### src/rtl/dds_sweep_ctrl.sv
// Frequency-sweep scheduler for the DDS frequency control word.
// Steps freq_word from start to stop with a programmable dwell per point.
module dds_sweep_ctrl #(
    parameter int FW_W    = 8,
    parameter int DWELL_W = 16
) (
    input  logic               clk,
    input  logic               rst_n,
    input  logic               start,
    input  logic               stop,
    input  logic [FW_W-1:0]    f_start,
    input  logic [FW_W-1:0]    f_stop,
    input  logic [FW_W-1:0]    f_step,
    input  logic [DWELL_W-1:0] dwell,
    input  logic [1:0]         mode,
    output logic [FW_W-1:0]    freq_word,
    output logic               busy,
    output logic               step_strobe,
    output logic               done
);

    typedef enum logic [1:0] {IDLE, DWELL, DONE} state_t;

    state_t             state, state_n;
    logic [FW_W-1:0]    sh_start, sh_stop, sh_step;
    logic [DWELL_W-1:0] sh_dwell;
    logic [1:0]         sh_mode;
    logic [DWELL_W-1:0] cnt, cnt_n;
    logic [FW_W-1:0]    fw_n;
    logic               dir, dir_n;   // 0 = up, 1 = down
    logic               busy_n, strobe_n, done_n;

    logic               load;
    logic [FW_W-1:0]    step_in;
    logic [DWELL_W-1:0] dwell_in;
    logic [FW_W:0]      up_sum, lo_sum;
    logic [FW_W-1:0]    up_val, dn_val;
    logic               single, degenerate;

    assign load     = (state == IDLE) && start && !stop;
    assign step_in  = (f_step == '0) ? FW_W'(1) : f_step;
    assign dwell_in = (dwell == '0) ? DWELL_W'(1) : dwell;

    // Clamped neighbours of the current word, evaluated one bit wider so nothing wraps.
    assign up_sum = {1'b0, freq_word} + {1'b0, sh_step};
    assign lo_sum = {1'b0, sh_start} + {1'b0, sh_step};
    assign up_val = (up_sum > {1'b0, sh_stop}) ? sh_stop : up_sum[FW_W-1:0];
    assign dn_val = ({1'b0, freq_word} >= lo_sum) ? (freq_word - sh_step) : sh_start;

    assign single     = (sh_mode == 2'b00) || (sh_mode == 2'b11);
    assign degenerate = (sh_start >= sh_stop);

    always_ff @(posedge clk or posedge rst_n) begin
        if (rst_n) begin
            sh_start <= '0;
            sh_stop  <= '0;
            sh_step  <= FW_W'(1);
            sh_dwell <= DWELL_W'(1);
            sh_mode  <= '0;
        end else if (load) begin
            sh_start <= f_start;
            sh_stop  <= f_stop;
            sh_step  <= step_in;
            sh_dwell <= dwell_in;
            sh_mode  <= mode;
        end
    end

    always_ff @(posedge clk or posedge rst_n) begin
        if (rst_n) begin
            state       <= IDLE;
            freq_word   <= '0;
            busy        <= 1'b0;
            step_strobe <= 1'b0;
            done        <= 1'b0;
            dir         <= 1'b0;
            cnt         <= '0;
        end else begin
            state       <= state_n;
            freq_word   <= fw_n;
            busy        <= busy_n;
            step_strobe <= strobe_n;
            done        <= done_n;
            dir         <= dir_n;
            cnt         <= cnt_n;
        end
    end

    always_comb begin
        state_n  = state;
        fw_n     = freq_word;
        busy_n   = busy;
        strobe_n = 1'b0;
        done_n   = 1'b0;
        dir_n    = dir;
        cnt_n    = cnt;
        case (state)
            IDLE: begin
                if (load) begin
                    state_n = DWELL;
                    fw_n    = f_start;
                    busy_n  = 1'b1;
                    dir_n   = 1'b0;
                    cnt_n   = dwell_in;
                end
            end
            DWELL: begin
                if (stop) begin
                    state_n = IDLE;
                    fw_n    = '0;
                    busy_n  = 1'b0;
                    dir_n   = 1'b0;
                    cnt_n   = '0;
                end else if (cnt > DWELL_W'(1)) begin
                    cnt_n = cnt - DWELL_W'(1);
                end else begin
                    cnt_n = sh_dwell;
                    if (!dir) begin
                        if (freq_word < sh_stop) begin
                            fw_n     = up_val;
                            strobe_n = 1'b1;
                        end else if (single) begin
                            state_n = DONE;
                            fw_n    = '0;
                            busy_n  = 1'b0;
                            done_n  = 1'b1;
                            cnt_n   = '0;
                        end else if (degenerate) begin
                            fw_n = freq_word;
                        end else if (sh_mode == 2'b01) begin
                            fw_n     = sh_start;
                            strobe_n = 1'b1;
                        end else begin
                            dir_n    = 1'b1;
                            fw_n     = dn_val;
                            strobe_n = 1'b1;
                        end
                    end else begin
                        // At the start boundary, up_val from freq_word equals min(start+S, stop).
                        if (freq_word > sh_start) begin
                            fw_n = dn_val;
                        end else begin
                            dir_n = 1'b0;
                            fw_n  = up_val;
                        end
                        strobe_n = 1'b1;
                    end
                end
            end
            DONE: begin
                state_n = IDLE;
                fw_n    = '0;
                busy_n  = 1'b0;
            end
            default: begin
                state_n = IDLE;
                fw_n    = '0;
                busy_n  = 1'b0;
                dir_n   = 1'b0;
                cnt_n   = '0;
            end
        endcase
    end

endmodule

### config.mk
export PLATFORM = sky130hd
export DESIGN_NAME = dds_sweep_ctrl
export DESIGN_NICKNAME = d
export VERILOG_FILES = /design/src/rtl/dds_sweep_ctrl.sv
export SDC_FILE = /design/constraint.sdc
export NUM_CORES = 1
export LEC_CHECK = 0
export CORE_MARGIN = 2
export CORE_UTILIZATION = 58
export CTS_CLUSTER_DIAMETER = 120
export DETAILED_ROUTE_END_ITERATION = 10
export PLACE_DENSITY = 0.81
export SYNTH_ARGS = -nofsm -noshare
export SYNTH_HDL_FRONTEND = slang
export SYNTH_SLANG_ARGS = --single-unit
### constraint.sdc
create_clock -name clk -period 4.4 [get_ports clk]
set_clock_uncertainty 0.05 [all_clocks]
set_input_delay 1.32 -clock clk [delete_from_list [all_inputs] [get_ports clk]]
set_output_delay 1.32 -clock clk [all_outputs]
set_load 0.01 [all_outputs]
Word-level counts from Yosys, hierarchy flattened
Index checks and enable logic that the tools add are counted.

operators by class
  $mul = 0
  shifts and indexed selects = 0
  multiplexer cells = 58
  equal/unequal tests = 10
  magnitude comparators = 6
  reduce and logical (&&, ||, !) cells = 12
  add/sub/neg operators = 4
  bitwise gates (word level) = 1
  divide/modulo/power cells = 0

operators with widths
  kind                     number
  $mux W16                 7
  $mux W8                  12
  $pmux W16 S3             1
  $mux W1                  28
  $add A8 B8 Y9            2
  $gt A16 B1 Y1 const B    1
  $logic_not A16 Y1        1
  $pmux W8 S2              1
  $sub A16 B1 Y16 const B  1
  $mux W2                  6
  $ne A3 B3 Y1 const B     4
  $ge A8 B9 Y1             1
  $gt A9 B8 Y1             1
  $ge A8 B8 Y1             1
  $gt A8 B8 Y1             1
  $logic_not A8 Y1         1
  $lt A8 B8 Y1             1
  $sub A8 B8 Y8            1
  $ne A6 B6 Y1 const B     1
  $reduce_and A3 Y1        2
  $reduce_and A5 Y1        1
  $eq A2 B1 Y1 const B     2
  $eq A2 B2 Y1 const B     2
  $logic_not A2 Y1         2
  9 further kinds          10

word-level totals
  output and inout bits = 11
  RAM bits = 0
  ROM bits = 0
  memories kept = 0
  latch bits = 0
  logic and storage cells = 103
  register bits after elaboration = 72

Logic depth before layout (Yosys ltp)
  depth after elaboration = 11
  depth in mapped cells = 17

Worst setup path after synthesis
Ideal clock, no wire load.

  path kind = reg2reg
  start = reg sh_step[0]
  end = reg freq_word[6]
  required time = 4.274 ns
  data arrival time = 3.603 ns
  buffers on the path = 1
  stages on the path, launching flop included = 16
  library setup time = 0.076 ns
  slack = 0.670 ns
  cell sequence = dfstp_2 > ha_1 > inv_1 > fa_1 > or2_2 > a2111oi_0 > a211oi_1 > ha_1 > nand4_1 > o211ai_1 > a211oi_1 > or3_1 > buf_2 > mux2i_1 > a311o_1 > o21ai_1

on the way
  cells in the longest elaborated chain, start to end = 11

RTL lines
  what                    line  text
  start, declared         25    logic [FW_W-1:0] sh_start, sh_stop, sh_step;
  start signal, assigned  63    sh_step <= step_in;
  $add A8 B8 Y9           46    assign lo_sum = {1'b0, sh_start} + {1'b0, sh_step};
  $ge A8 B9 Y1            48    assign dn_val = ({1'b0, freq_word} >= lo_sum) ? (freq_word - sh_step) : sh_start;
  $mux W8                 48
  $mux W8                 130   end else if (sh_mode == 2'b01) begin
  $mux W8                 128   end else if (degenerate) begin
  $mux W8                 122   end else if (single) begin
  $mux W8                 119   if (freq_word < sh_stop) begin
  $mux W8 (*)             118   if (!dir) begin
  $mux W8 (*)             114   end else if (cnt > DWELL_W'(1)) begin
  $mux W8 (*)             108   if (stop) begin
  $pmux W8 S2 (*)         97    case (state)
  end signal, assigned    80    freq_word <= fw_n;
  end, declared           16    output logic [FW_W-1:0] freq_word,

Mark *: on every way between the ends. The rest lies on a longest branch, timed or not. The select of a mux whose other input is x is not followed.
A chain may end at the register's enable or synchronous reset.

Worst setup path in the final report
  start = reg sh_start[1]
  end = reg freq_word[7]

on the way
  cells in the longest elaborated chain, start to end = 11

RTL lines
  what                    line  text
  start, declared         25
  start signal, assigned  61    sh_start <= f_start;
  $add A8 B8 Y9           46
  $ge A8 B9 Y1            48
  $mux W8                 48
  $mux W8                 130
  $mux W8                 128
  $mux W8                 122
  $mux W8                 119
  $mux W8                 118
  $mux W8                 114
  $mux W8                 108
  $pmux W8 S2             97

Several ways; a longest one is shown, not always the timed one. The select of a mux whose other input is x is not followed.

==> results.txt <==
The clock buffer count from CTS came out at 9. In this run the static leakage power is 2.972 nW. The total count of hold-check failures in the final report came out at 0. The number of max-slew violations in the final report is 0.

The fraction of power consumed by combinational cells came out at between 50% and 60%. The number of different library cells in the post-synthesis netlist is 63. TritonCTS built the clock tree. The number of instances resized during post-cts repair is 0. In the final timing run, aggregate negative setup slack is 0 ps. The critical path goes through ha_1 -> a21o_1 -> a21oi_1 -> o21bai_1 -> a21oi_1 -> o21ai_0 -> xnor2_1 -> ha_1 -> and3_1 -> a221oi_1 -> o21a_1 -> or3_1 -> nor4_1 -> a211o_1 -> o31ai_2. The slew at the pin with the worst max-slew slack is between 900 and 1000 ps. The min-delay analysis places its worst path in the category reg2reg. The standard cell area after detailed placement came out at between 6000 and 7000 µm². The slowest stage of the critical path is the or3_1 cell. The top flip-flop cell by instance count after synthesis is dfrtp_1.

The wire length of the first global-routing pass came out at between 20000 and 30000 µm. The worst setup path is launched from a flip-flop. The clock group share of total power is between 10% and 20%. The worst-skew pair later-pin latency is 360 ps. The final layout contains around 820 nets. The setup slack at placement is ~190 ps. The run finished with clean final reports.

The initial standard-cell utilization of the core is about three fifths. The total chip power is 3.508 mW. The maximum cell stage delay along the critical path is 490 ps. From synthesis to final layout, the design area changed by 16.28%.

STA classifies the critical path endpoint as a flip-flop. The number of warnings printed during yosys synthesis is 0. Measured along the y axis, the die boundary spans around 100 µm. Buffers inserted to repair hold after CTS numbered 0. After detailed routing, the number of remaining DRC violations is 0.

The first detailed-routing pass ran for 6 iterations. The total half-perimeter wirelength after legalization and detailed placement came out at roughly 12000 µm. The number of diodes added for antenna fixing is 0.

The number of cells traversed by the worst hold path came out at 2. The number of cells produced by synthesis is between 600 and 700. The maximum VDD drop came out at between 200 and 250 µV. The number of buffers on the longest clock path came out at 2. In the layout the commonest cells are nand2_1, dfrtp_1, ha_1, clkdlybuf4s50_1, o21ai_0.

The share of the clock period used by the worst path is a little over nine tenths. Data on the critical path is required at its endpoint by between 4000 and 5000 ps. The floorplan die area came out at roughly 10000 µm². Buffers added to address setup during post-CTS repair amount to 0. The worst setup path is of the reg2reg kind. The power per cell area came out at roughly 540 nW/µm². The total global routing overflow is 0. Clock tree synthesis selected as its root buffer the cell clkbuf_8. The number of fill cells is roughly 750. The number of nets still failing antenna checks after routing is 0.

Entering global routing, the biggest net connects 63 pins. The arrival time of the worst setup path is between 4000 and 5000 ps. The floorplan row count came out at 35.

The width of the die is ~100 µm. Summing over every cut layer, the via total after detailed routing is around 5300. The fraction of registers with async set or reset after synthesis came out at 100.0%.

The switching power came out at ~1.6 mW. Leaving out fill and tap cells, the most frequent cell in the layout is nand2_1. In this run the tightest slew margin relative to its limit is around two fifths.

Summing every instance area after synthesis gives between 5000 and 6000 µm². Sequential cells account for a little over a quarter of the total power. After the first detailed-routing iteration, the DRC count stood at roughly 450.

The cell area after layout is 6480 µm². The count of buffers added on input and output ports is 56. The fraction of final layout cells with drive strength greater than 1 came out at 6.329%. The post-CTS clock slew at the launch and capture registers of the worst setup and hold paths is approximately 90 ps.

The net count of the mapped netlist came out at 771. The setup slack of the critical path after layout came out at 250.0 ps. The average cell area after synthesis is 8.482 µm². Sequential elements use approximately a third of the synthesized area. The global placer's final weighted congestion is about 0.94. Setup repair after global routing left no endpoint under its margin. The via count of the first global-routing pass is ~5300. The average detailed-routed wire length per instance came out at about 20 µm.

The depth of the most critical reg-to-reg path is 15. The time the final worst path needs with I/O delays and setup is around 4100 ps. In this run the count of I/O pins placed on the die edge is 57. The setup-violating endpoint count in the final report is 0. Net switching is a little under half of the power.

The cell-internal power came out at between 1.5 and 2 mW. Across every metal layer, demand over resource in global routing totals roughly a third. The number of flops mapped to enable cells by yosys is 0. After detailed routing, the number of vias per cell comes to roughly 6.3. The maximum fanout along the worst path is 11. CTS built an H-tree with a depth of 3. The core area is between 9000 and 10000 µm². The number of antenna violations at the first check in global routing is 0.

The synthesis-stage register bit count is slightly above 70. The number of max-capacitance violations reported came out at 0. The tree built by TritonCTS fans out to roughly 70 sinks. The final wirelength is between 15000 and 20000 µm. Based on the critical path, the design can be clocked at up to around 240 MHz.
power groups by stage:
stage / combinational [mW] / clock (mW) / sequential [mW]
5_1_grt: 2.21 / 0.581 / 0.959
6_report: 2.01 / 0.551 / 0.946
2_1_floorplan: 1.41 / 0 / 0.912
3_5_place_dp: 1.95 / 0 / 0.950
4_1_cts: 1.97 / 0.552 / 0.938
3_3_place_gp: 1.88 / 0 / 0.945
stage by stage:
stage | std cells | hold WS [ps] | util (%)
6_report | 840 | 430.3 | 69.80
5_1_grt | 840 | 453.4 | 69.80
4_1_cts | 840 | 434.1 | 69.74
3_5_place_dp | 825 | 416.2 | 67.64
3_3_place_gp | 825 | 409.2 | 67.64
2_1_floorplan | 657 | 395.4 | -
registers in the layout, summed over array words and instances, names as in the netlist:
name and cells:
freq_word 8, sh_dwell 16, sh_mode 2, dir 1
sh_start 8, step_strobe 1, sh_step 8, cnt 16
done 1, state 2, sh_stop 8
layer usage:
| layer | wire length (µm) | track usage, % |
|---|---|---|
| met5 | 0 | 0 |
| met4 | 639 | 15.90 |
| met3 | 865 | 4.378 |
| met2 | 8147 | 57.29 |
| met1 | 6798 | 40.81 |
path summary, 6_finish.rpt:
check,slack (ps),from,endpoint
setup / recovery,250,sh_start[1]$_DFFE_PP0P_,freq_word[7]$_DFFE_PP0P_
hold / removal,430,sh_dwell[11]$_DFFE_PP0P_,sh_dwell[11]$_DFFE_PP0P_
setup reg to reg,250,sh_start[1]$_DFFE_PP0P_,freq_word[7]$_DFFE_PP0P_
hold reg to reg,430,sh_dwell[11]$_DFFE_PP0P_,sh_dwell[11]$_DFFE_PP0P_
max in group asynchronous,2140,rst_n,sh_step[0]$_DFFE_PP1P_
min in group asynchronous,1330,rst_n,freq_word[6]$_DFFE_PP0P_
logic make-up (layout without fill, tap and decap cells):
kind of cell	after synthesis	after routing	share of synthesized area, %
buffers and inverters	68	122	4.625
AOI/OAI and AO/OA	183	183	21.73
DFF	71	71	31.93
adders and majority gates	68	68	15.67
xor gates and xnor gates	24	24	3.772
and+or+nand+nor	225	225	18.90
muxes	18	18	3.368
critical path: cells and delay by family, from the launching register on:
kind | cells | cell delay, ps
fa+ha+maj | 2 | 580
compound gates | 9 | 2030
xor+xnor | 1 | 190
flops | 1 | 440
simple gates | 3 | 780
area by class of cell:
cell class | count | area (µm²) | area share [%]
timing repair buffer | 65 | 640.6 | 9.886
multi-input combinational | 518 | 3546 | 54.72
clock buffer | 10 | 137.6 | 2.124
tap | 129 | 161.4 | 2.491
sequential | 71 | 1779 | 27.46
inverter | 42 | 157.7 | 2.433
clock inverter | 5 | 57.56 | 0.8882
cells in the mapped netlist (6+ instances only):
cell type    n  area [µm²]
nand2b_1     6       37.54
clkbuf_1    23       86.33
nand3_1      8       40.04
or3_1        7       43.79
mux2i_1     12       120.1
nor4_1       9       56.30
nor2_1      39       146.4
nand2_1    105       394.1
xor2_1      11       96.34
o22ai_1      7       43.79
nor3_1      15       75.07
o21ai_0     53       265.3
inv_1       42       157.7
a21oi_1     32       160.2
mux2_2       6       67.56
ha_1        65       813.3
a21o_1      11       82.58
a222oi_1     9       90.09
and3_1       6       37.54
nor2b_1     10       62.56
a211oi_1     7       52.55
dfrtp_1     69        1727
a31oi_1      7       43.79
xnor2_1     13       113.9
o21a_1       8       60.06
Power figures use the tool's default switching activity.
